### config.mk
export PLATFORM = sky130hd
export DESIGN_NAME = adc_chan_avg
export DESIGN_NICKNAME = d
export VERILOG_FILES = /design/src/rtl/adc_pkg.sv /design/src/rtl/adc_tick_gen.sv /design/src/rtl/adc_chan_avg.sv
export SDC_FILE = /design/constraint.sdc
export NUM_CORES = 1
export LEC_CHECK = 0
export BUFFER_PORTS_ARGS = -buffer_cell sky130_fd_sc_hd__buf_2
export CORE_UTILIZATION = 30
export CTS_CLUSTER_SIZE = 10
export DETAILED_ROUTE_END_ITERATION = 7
export GPL_ROUTABILITY_DRIVEN = 1
export GPL_TIMING_DRIVEN = 1
export PLACE_DENSITY = 0.45
export SETUP_SLACK_MARGIN = 0.4
export SLEW_MARGIN = 20
export SYNTH_ARGS = -nofsm -noshare
export SYNTH_HDL_FRONTEND = slang
export SYNTH_SLANG_ARGS = --single-unit
### constraint.sdc
create_clock -name CLOCK -period 5.4 [get_ports CLOCK]
set_input_delay 0.27 -clock CLOCK [delete_from_list [all_inputs] [get_ports CLOCK]]
set_output_delay 0.27 -clock CLOCK [all_outputs]
set_load 0.01 [all_outputs]
### src/rtl/adc_pkg.sv
// adc_pkg: shared channel count, word width and sequencer state type for simpleadc consumers.
package adc_pkg;
    localparam int NUM_CH = 8;
    localparam int ADC_W  = 12;

    typedef logic [ADC_W-1:0] adc_word_t;

    typedef enum logic [1:0] {
        IDLE,
        SCAN,
        DONE
    } state_e;
endpackage

### src/rtl/adc_tick_gen.sv
// adc_tick_gen: free-running divider, TICK high for one cycle every TICK_DIV cycles.
module adc_tick_gen #(
    parameter int TICK_DIV = 50000
) (
    input  logic CLOCK,
    input  logic RESET,
    output logic TICK
);
    localparam int TW = $clog2(TICK_DIV);

    logic [TW-1:0] cnt_q, cnt_d;

    assign TICK  = cnt_q == TW'(TICK_DIV - 1);
    assign cnt_d = TICK ? '0 : cnt_q + TW'(1);

    always_ff @(posedge CLOCK or negedge RESET)
        if (!RESET) cnt_q <= '0;
        else        cnt_q <= cnt_d;
endmodule

### src/rtl/adc_chan_avg.sv
// adc_chan_avg: snapshots CH0..CH7 each tick and box-car averages them over 2^AVG_LOG2 samples.
// Optional running-max peak registers are built when ADC_PEAK_HOLD_EN is defined.
module adc_chan_avg import adc_pkg::*; #(
    parameter int TICK_DIV = 50000,
    parameter int AVG_LOG2 = 4
) (
    input  logic        CLOCK,
    input  logic        RESET,
    input  logic [11:0] CH0,
    input  logic [11:0] CH1,
    input  logic [11:0] CH2,
    input  logic [11:0] CH3,
    input  logic [11:0] CH4,
    input  logic [11:0] CH5,
    input  logic [11:0] CH6,
    input  logic [11:0] CH7,
    output logic [11:0] AVG0,
    output logic [11:0] AVG1,
    output logic [11:0] AVG2,
    output logic [11:0] AVG3,
    output logic [11:0] AVG4,
    output logic [11:0] AVG5,
    output logic [11:0] AVG6,
    output logic [11:0] AVG7,
`ifdef ADC_PEAK_HOLD_EN
    input  logic        PEAK_CLR,
    output logic [11:0] PEAK0,
    output logic [11:0] PEAK1,
    output logic [11:0] PEAK2,
    output logic [11:0] PEAK3,
    output logic [11:0] PEAK4,
    output logic [11:0] PEAK5,
    output logic [11:0] PEAK6,
    output logic [11:0] PEAK7,
`endif
    output logic        AVG_VALID,
    output logic        BUSY
);
    localparam int ACC_W = ADC_W + AVG_LOG2;
    localparam int SCW   = AVG_LOG2 > 0 ? AVG_LOG2 : 1;
    localparam int IW    = $clog2(NUM_CH);
    localparam logic [SCW-1:0] SCNT_LAST = SCW'((1 << AVG_LOG2) - 1);

    logic             tick;
    state_e           state_q;
    logic [IW-1:0]    idx_q;
    logic [SCW-1:0]   scnt_q;
    adc_word_t        chan [NUM_CH];
    adc_word_t        snap_q [NUM_CH];
    logic [ACC_W-1:0] acc_q [NUM_CH];
    adc_word_t        avg_q [NUM_CH];
    logic             valid_q, busy_q;
    logic             last_blk;
    logic [ACC_W-1:0] sum_d;

    adc_tick_gen #(.TICK_DIV(TICK_DIV)) u_tick (
        .CLOCK (CLOCK),
        .RESET (RESET),
        .TICK  (tick)
    );

    assign chan     = '{CH0, CH1, CH2, CH3, CH4, CH5, CH6, CH7};
    assign last_blk = scnt_q == SCNT_LAST;
    // One shared adder walks the channels; ACC_W bits hold 2^AVG_LOG2 full-scale words.
    assign sum_d    = acc_q[idx_q] + ACC_W'(snap_q[idx_q]);

    always_ff @(posedge CLOCK or negedge RESET)
        if (!RESET) begin
            state_q <= IDLE;
            idx_q   <= '0;
            scnt_q  <= '0;
            valid_q <= 1'b0;
            busy_q  <= 1'b0;
            for (int k = 0; k < NUM_CH; k++) begin
                snap_q[k] <= '0;
                acc_q[k]  <= '0;
                avg_q[k]  <= '0;
            end
        end else begin
            valid_q <= 1'b0;
            case (state_q)
                IDLE: if (tick) begin
                    for (int k = 0; k < NUM_CH; k++) snap_q[k] <= chan[k];
                    idx_q   <= '0;
                    busy_q  <= 1'b1;
                    state_q <= SCAN;
                end
                SCAN: begin
                    acc_q[idx_q] <= last_blk ? '0 : sum_d;
                    if (last_blk) avg_q[idx_q] <= ADC_W'(sum_d >> AVG_LOG2);
                    idx_q <= idx_q + IW'(1);
                    if (idx_q == IW'(NUM_CH - 1)) begin
                        valid_q <= last_blk;
                        state_q <= DONE;
                    end
                end
                DONE: begin
                    scnt_q  <= last_blk ? '0 : scnt_q + SCW'(1);
                    busy_q  <= 1'b0;
                    state_q <= IDLE;
                end
                default: state_q <= IDLE;
            endcase
        end

    assign {AVG0, AVG1, AVG2, AVG3} = {avg_q[0], avg_q[1], avg_q[2], avg_q[3]};
    assign {AVG4, AVG5, AVG6, AVG7} = {avg_q[4], avg_q[5], avg_q[6], avg_q[7]};
    assign AVG_VALID = valid_q;
    assign BUSY      = busy_q;

`ifdef ADC_PEAK_HOLD_EN
    adc_word_t peak_q [NUM_CH];

    always_ff @(posedge CLOCK or negedge RESET)
        if (!RESET)
            for (int k = 0; k < NUM_CH; k++) peak_q[k] <= '0;
        else if (PEAK_CLR)
            for (int k = 0; k < NUM_CH; k++) peak_q[k] <= '0;
        else if (state_q == SCAN && snap_q[idx_q] > peak_q[idx_q])
            peak_q[idx_q] <= snap_q[idx_q];

    assign {PEAK0, PEAK1, PEAK2, PEAK3} = {peak_q[0], peak_q[1], peak_q[2], peak_q[3]};
    assign {PEAK4, PEAK5, PEAK6, PEAK7} = {peak_q[4], peak_q[5], peak_q[6], peak_q[7]};
`endif

    // TICK_DIV >= 10 keeps every scan inside one tick period.
    tick_only_in_idle: assert property (@(posedge CLOCK) disable iff (!RESET) tick |-> state_q == IDLE);
endmodule

Yosys cells after proc, flatten, opt, wreduce, memory -nomap -nowiden
Cells that the tools add are included.
{ "totals": {"output_inout_bits": 98, "register_bits": 347, "inputBits": 98, "elab_cells": 77} }
{ "classes": {"n_reduce_logical": 9, "eq_ne": 7, "bitwise_logic": 1, "order_cmp": 2, "n_mux": 24, "add_sub_neg": 4} }
{ "op_table": {"columns": ["operator", "n"], "rows": [
  ["bitwise mux 128 bit", 1],
  ["bitwise mux 96 bit", 1],
  ["2-to-1 mux 16 bit", 5],
  ["binary-select mux 16 bit (select 3 bit)", 1],
  ["demux 16 bit (select 3 bit)", 1],
  ["binary-select mux 12 bit (select 3 bit)", 1],
  ["demux 12 bit (select 3 bit)", 1],
  ["2-to-1 mux 12 bit", 3],
  ["adder 16 x 1 -> 16 bit (second input constant)", 1],
  ["adder 16 x 12 -> 16 bit", 1],
  ["== test 16 bit (second input constant)", 1],
  ["AND reduction 2 bit", 5],
  ["one-hot mux 3 bit (2 select lines)", 1],
  ["adder 4 x 1 -> 4 bit (second input constant)", 1],
  ["== test 4 bit (second input constant)", 1],
  ["greater-or-equal comparator 4 bit (second input constant)", 1],
  ["< comparator 4 x 1 -> 1 bit (second input constant)", 1],
  ["2-to-1 mux 2 bit", 2],
  ["2-to-1 mux 4 bit", 1],
  ["inverter 3 -> 4 bit", 1],
  ["one-hot mux 2 bit (2 select lines)", 1],
  ["nonzero test 2 bit", 2],
  ["adder 3 x 1 -> 3 bit (second input constant)", 1],
  ["== test 3 bit (second input constant)", 1],
  ["9 further kinds", 11]
]} }

Longest topological paths before layout
{ "depth": {"ltp_word": 7, "depth_mapped": 17, "depth_no_buf": 12} }

Hierarchy
From an unflattened synthesis, not the netlist that was laid out.
{ "hier_totals": {"cells_unflattened": 1258, "area_unflattened_um2": 14782.9} }
{ "by_module_without_submodules": {"columns": ["module", "area_per_inst_um2", "cells_per_inst", "n_inst"], "rows": [
  ["adc_chan_avg", 14020.9, 1191, 1],
  ["adc_tick_gen", 762.0, 67, 1]
]} }

Least setup slack after synthesis
OpenSTA, ideal clock, no wires.
{ "synth_timing": {"kind": "register to register", "start": "reg idx_q[0]", "end": "reg acc_q[110] (netlist name)", "required_ps": 5264, "setup_ps": 136, "path_buffers": 5, "stages_incl_launch_ff": 17, "arrival_ps": 3770, "slack_ps": 1494, "path_cell_list": "dfrtp_1 -> buf_4 -> buf_4 -> and3b_1 -> clkbuf_1 -> clkbuf_1 -> a22oi_1 -> nand4_1 -> ha_1 -> fa_1 -> a21o_1 -> a221o_1 -> a221oi_4 -> a21oi_2 -> xor2_1 -> buf_6 -> o31ai_4"} }
{ "synth_between": {"elab_chain_len": 7, "word_cells_on_any_way": 15} }
{ "synth_rtl": {"columns": ["item", "line", "source"], "rows": [
  ["from (decl)", "adc_chan_avg.sv:46", "logic [IW-1:0] idx_q;"],
  ["from (signal assigned)", "adc_chan_avg.sv:91", "idx_q <= idx_q + IW'(1);"],
  ["inverter 3 -> 4 bit *", "adc_chan_avg.sv:65, adc_chan_avg.sv:89", null],
  ["binary-select mux 16 bit (select 3 bit) or binary-select mux 12 bit (select 3 bit) (tied branches)", "adc_chan_avg.sv:65", "assign sum_d = acc_q[idx_q] + ACC_W'(snap_q[idx_q]);"],
  ["2-to-1 mux 16 bit (implied by the code) or 2-to-1 mux 12 bit (tied branches) (2 in series)", "adc_chan_avg.sv:65", null],
  ["adder 16 x 12 -> 16 bit", "adc_chan_avg.sv:65", null],
  ["2-to-1 mux 16 bit", "adc_chan_avg.sv:89", "acc_q[idx_q] <= last_blk ? '0 : sum_d;"],
  ["bitwise mux 128 bit *", "adc_chan_avg.sv:89", null],
  ["to (signal, indexed assignment)", "adc_chan_avg.sv:89", null],
  ["to (decl)", "adc_chan_avg.sv:50", "logic [ACC_W-1:0] acc_q [NUM_CH];"]
]} }
Every way passes the cells marked *; elsewhere a longest branch is shown, timed or not. The select of a mux whose other input is x is not followed.
A chain may end at the register's enable or synchronous reset.

Worst setup path after layout
{ "layout_timing": {"start": "reg idx_q[2]", "end": "reg avg_q (netlist bit AVG3[11])"} }
{ "layout_between": {"elab_chain_len": 6, "word_cells_on_any_way": 14} }
{ "layout_rtl": {"columns": ["item", "line", "source"], "rows": [
  ["inverter 3 -> 4 bit (implied by the code) *", "adc_chan_avg.sv:65, adc_chan_avg.sv:90", null],
  ["binary-select mux 16 bit (select 3 bit), or another cell as far along", "adc_chan_avg.sv:65", null],
  ["2-to-1 mux 16 bit (implied by the code), or another cell as far along (2 in series)", "adc_chan_avg.sv:65", null],
  ["adder 16 x 12 -> 16 bit or demux 12 bit (select 3 bit) (tied branches)", "adc_chan_avg.sv:65, adc_chan_avg.sv:90", null],
  ["bitwise mux 96 bit *", "adc_chan_avg.sv:90", "if (last_blk) avg_q[idx_q] <= ADC_W'(sum_d >> AVG_LOG2);"],
  ["to (signal, indexed assignment)", "adc_chan_avg.sv:90", null],
  ["to (decl)", "adc_chan_avg.sv:51", "adc_word_t avg_q [NUM_CH];"]
]} }
Marks and branches as above.

==> impl_metrics.py <==
metrics = {
    "outcome": {
        "outcome": "finished, final reports clean",
    },
    "yosys": {
        "syn_area_mm2": 0.0150,
        "synth-seq-cells": 347,
        "synthesis.nets": 1463,
        "synthCells": 1348,
        "ys_seq_area_share_pct": 57.8,
        "yosysUniqueCellTypes": 65,
        "synth_flop_cell": "dfrtp_1",
        "yosysWarnings": 0,
        "syn_avg_cell_area_um2": 11.1,
        "async_flop_share_pct": 100,
        "synth-edff-count": 0,
    },
    "job": {
        "cap_violations": 0,
    },
    "routing": {
        "drc": 0,
        "vias": 11487,
        "drt-total-wl_um": 47800,
        "drt_iter0_markers": 706,
        "wire_per_inst_um": 20.6,
        "vias_per_cell": 4.96,
        "ant_nets": 0,
        "firstDrtPassIters": 5,
    },
    "sta": {
        "max_slew_margin_pct": 20.9,
        "skew_ns": 0.0211,
        "hold_violations": 0,
        "setup_viol": 0,
        "clock.fmax_ghz": 0.230,
        "fin_crit_sh_pct": 80.4,
        "max_slew.worst_pin.slew_ns": 1.19,
        "rsz0062_at_grt": "no",
        "period_needed_ns": 4.34,
        "slew_viol_final": 0,
        "fin_setup_tns_ns": 0,
    },
    "place": {
        "gp_congestion": 0.843,
        "port-buffer-count": 195,
        "dp.final_hpwl_um": 30500,
    },
    "cts": {
        "clock_latency_ns": 0.57,
        "cts_max_level": 2,
        "cts_setup_buffers": 0,
        "clkSinkCount": 347,
        "cts-buffers-inserted": 42,
        "clkTransAtPathRegs_ns": 0.06,
        "cts_tree": "built",
        "cts.path.max_buffers": 3,
        "cts_root_buf": "clkbuf_16",
        "ctsResizeCount": 0,
    },
    "power": {
        "vdd_drop_max_mv": 0.229,
        "p_leak_nw": 8.88,
        "finalPower_mw": 5.35,
        "p_per_area_mw_per_mm2": 282,
    },
    "critical_path": {
        "r2r_slack_ns": 1.06,
        "critical_path_buf_inv_count": 1,
        "cp_slowest_stage_delay_ns": 1.02,
        "cp-start-kind": "flop",
        "required_ns": 5.80,
        "cp.arrival_ns": 4.74,
        "reg2reg_depth": 11,
        "critPathKind": "reg -> reg",
        "end_kind": "flop",
        "path_cells": "and3b_1 > buf_4 > a22oi_1 > nand4_1 > ha_1 > a21oi_1 > o21ai_0 > a21oi_1 > a221oi_2 > xnor2_2 > o21ai_0",
        "critPathSlowestCell": "and3b_1",
        "crit_path_max_fanout": 20,
        "worst-path-stages": 11,
        "cp_top_family": "simple AND/OR/NAND/NOR gates",
    },
    "cells_and_area": {
        "drive_gt1_share_pct": 26.3,
        "final_nets": 1751,
        "area_growth_pct": 26.3,
        "final_cell_mix": "dfrtp_1 (347), nand2_1 (250), buf_2 (194)",
        "final_common_cell": "dfrtp_1",
    },
    "die": {
        "num_rows": 81,
        "io_pins": 196,
        "start_util_pct": 30.5,
        "fp.dieH_um": 226,
        "core_area_mm2": 0.0492,
        "die_x_um": 226,
        "dieArea_mm2": 0.0510,
    },
    "worst_hold_path": {
        "hp-class": "in -> async",
    },
    "global_routing": {
        "grt_max_degree": 126,
        "grt_first_pass_wirelength_um": 73200,
        "antenna_found_initial": 1,
        "grt_pass1_vias": 11805,
        "grt_util_all_layers_pct": 19.0,
        "grt_overflow": 0,
    },
}
## layer usage
metal	GRT usage [%]	wire (um)	vias up
met5	0	0	-
met4	6.56	1260	0
met3	2.78	1790	74
met2	31.8	23700	246
met1	25.1	21000	5747
li1	-	-	5420
## final timing paths
kind | startpoint | endpoint
worst max-delay path | idx_q[2] | AVG3[11]
worst min-delay path | RESET | snap_q[83]
worst max register to register | idx_q[2] | AVG3[11]
worst min register to register | u_tick.cnt_q[0] | u_tick.cnt_q[0]
max in group asynchronous | RESET | AVG1[3]
min in group CLOCK | u_tick.cnt_q[0] | u_tick.cnt_q[0]
## layout make-up
cell class                 count  area (um2)
inverter                       4        15.0
multi-input combinational    903        5900
sequential                   347        8680
clock buffer                  55        1170
clock inverter                 4        38.8
antenna                        1        2.50
tap                          664         831
timing repair buffer         338        2310
fill                        4852       30200
## flip-flops by register name (all words and copies together) (netlist names), 4 cells and up
name          cells
AVG3             12
AVG7             12
AVG2             12
AVG0             12
AVG4             12
acc_q           128
AVG5             12
AVG1             12
AVG6             12
u_tick.cnt_q     16
scnt_q            4
snap_q           96
## what timing repair did
item | in CTS | in global routing
setup endpoints to repair | 0 | 0
endpoints found under the hold margin | 203 | 0
hold buffers | 97 | 0
## where the power goes
| group | internal (mW) | total (mW) | switching (mW) |
|---|---|---|---|
| Sequential | 2.60 | 2.60 | 0 |
| Clock | 1.50 | 2.60 | 1.09 |
| Combinational | 0.0738 | 0.151 | 0.0769 |
## synth_stat cells, drive strengths merged, types with 6 or more instances
| library cell | count | area, um2 |
|---|---|---|
| o31ai | 16 | 139 |
| xor2 | 10 | 87.6 |
| nand2 | 251 | 942 |
| xnor2 | 13 | 121 |
| or4 | 9 | 67.6 |
| buf | 31 | 201 |
| a22oi | 96 | 721 |
| mux2 | 99 | 1110 |
| mux4 | 6 | 135 |
| ha | 16 | 200 |
| nor3 | 7 | 51.3 |
| a21o | 7 | 52.6 |
| a21oi | 13 | 72.6 |
| nand3 | 33 | 165 |
| o41ai | 16 | 140 |
| clkbuf | 63 | 238 |
| nand2b | 6 | 37.5 |
| dfrtp | 347 | 8680 |
| nor2 | 21 | 81.3 |
| o21ai | 200 | 1040 |
| nand4 | 31 | 194 |
## cells by family (layout without fill, tap and decap cells)
group / after synthesis / in the layout / share of synthesized area, %
xor+xnor: 23 / 23 / 1.39
flops: 347 / 347 / 57.8
compound gates: 367 / 367 / 15.8
other cells: 0 / 1 / 0
fa+ha+maj: 17 / 17 / 1.47
simple gates: 386 / 386 / 11.8
mux: 110 / 110 / 8.68
buf+inv: 98 / 401 / 3.02
## per-stage QoR
step	utilization, %	instances	hold WS (ns)	setup WS, ns	cell area [um2]
2_1_floorplan	-	1348	-0.0256	1.49	15000
3_3_place_gp	34.1	2159	0.412	1.22	16800
3_5_place_dp	34.1	2159	0.409	1.09	16800
4_1_cts	38.6	2315	0.383	1.05	19000
5_1_grt	38.6	2315	0.430	0.835	19000
6_report	38.6	2316	0.346	1.06	19000
No activity file was read; power rests on OpenSTA's default activity.
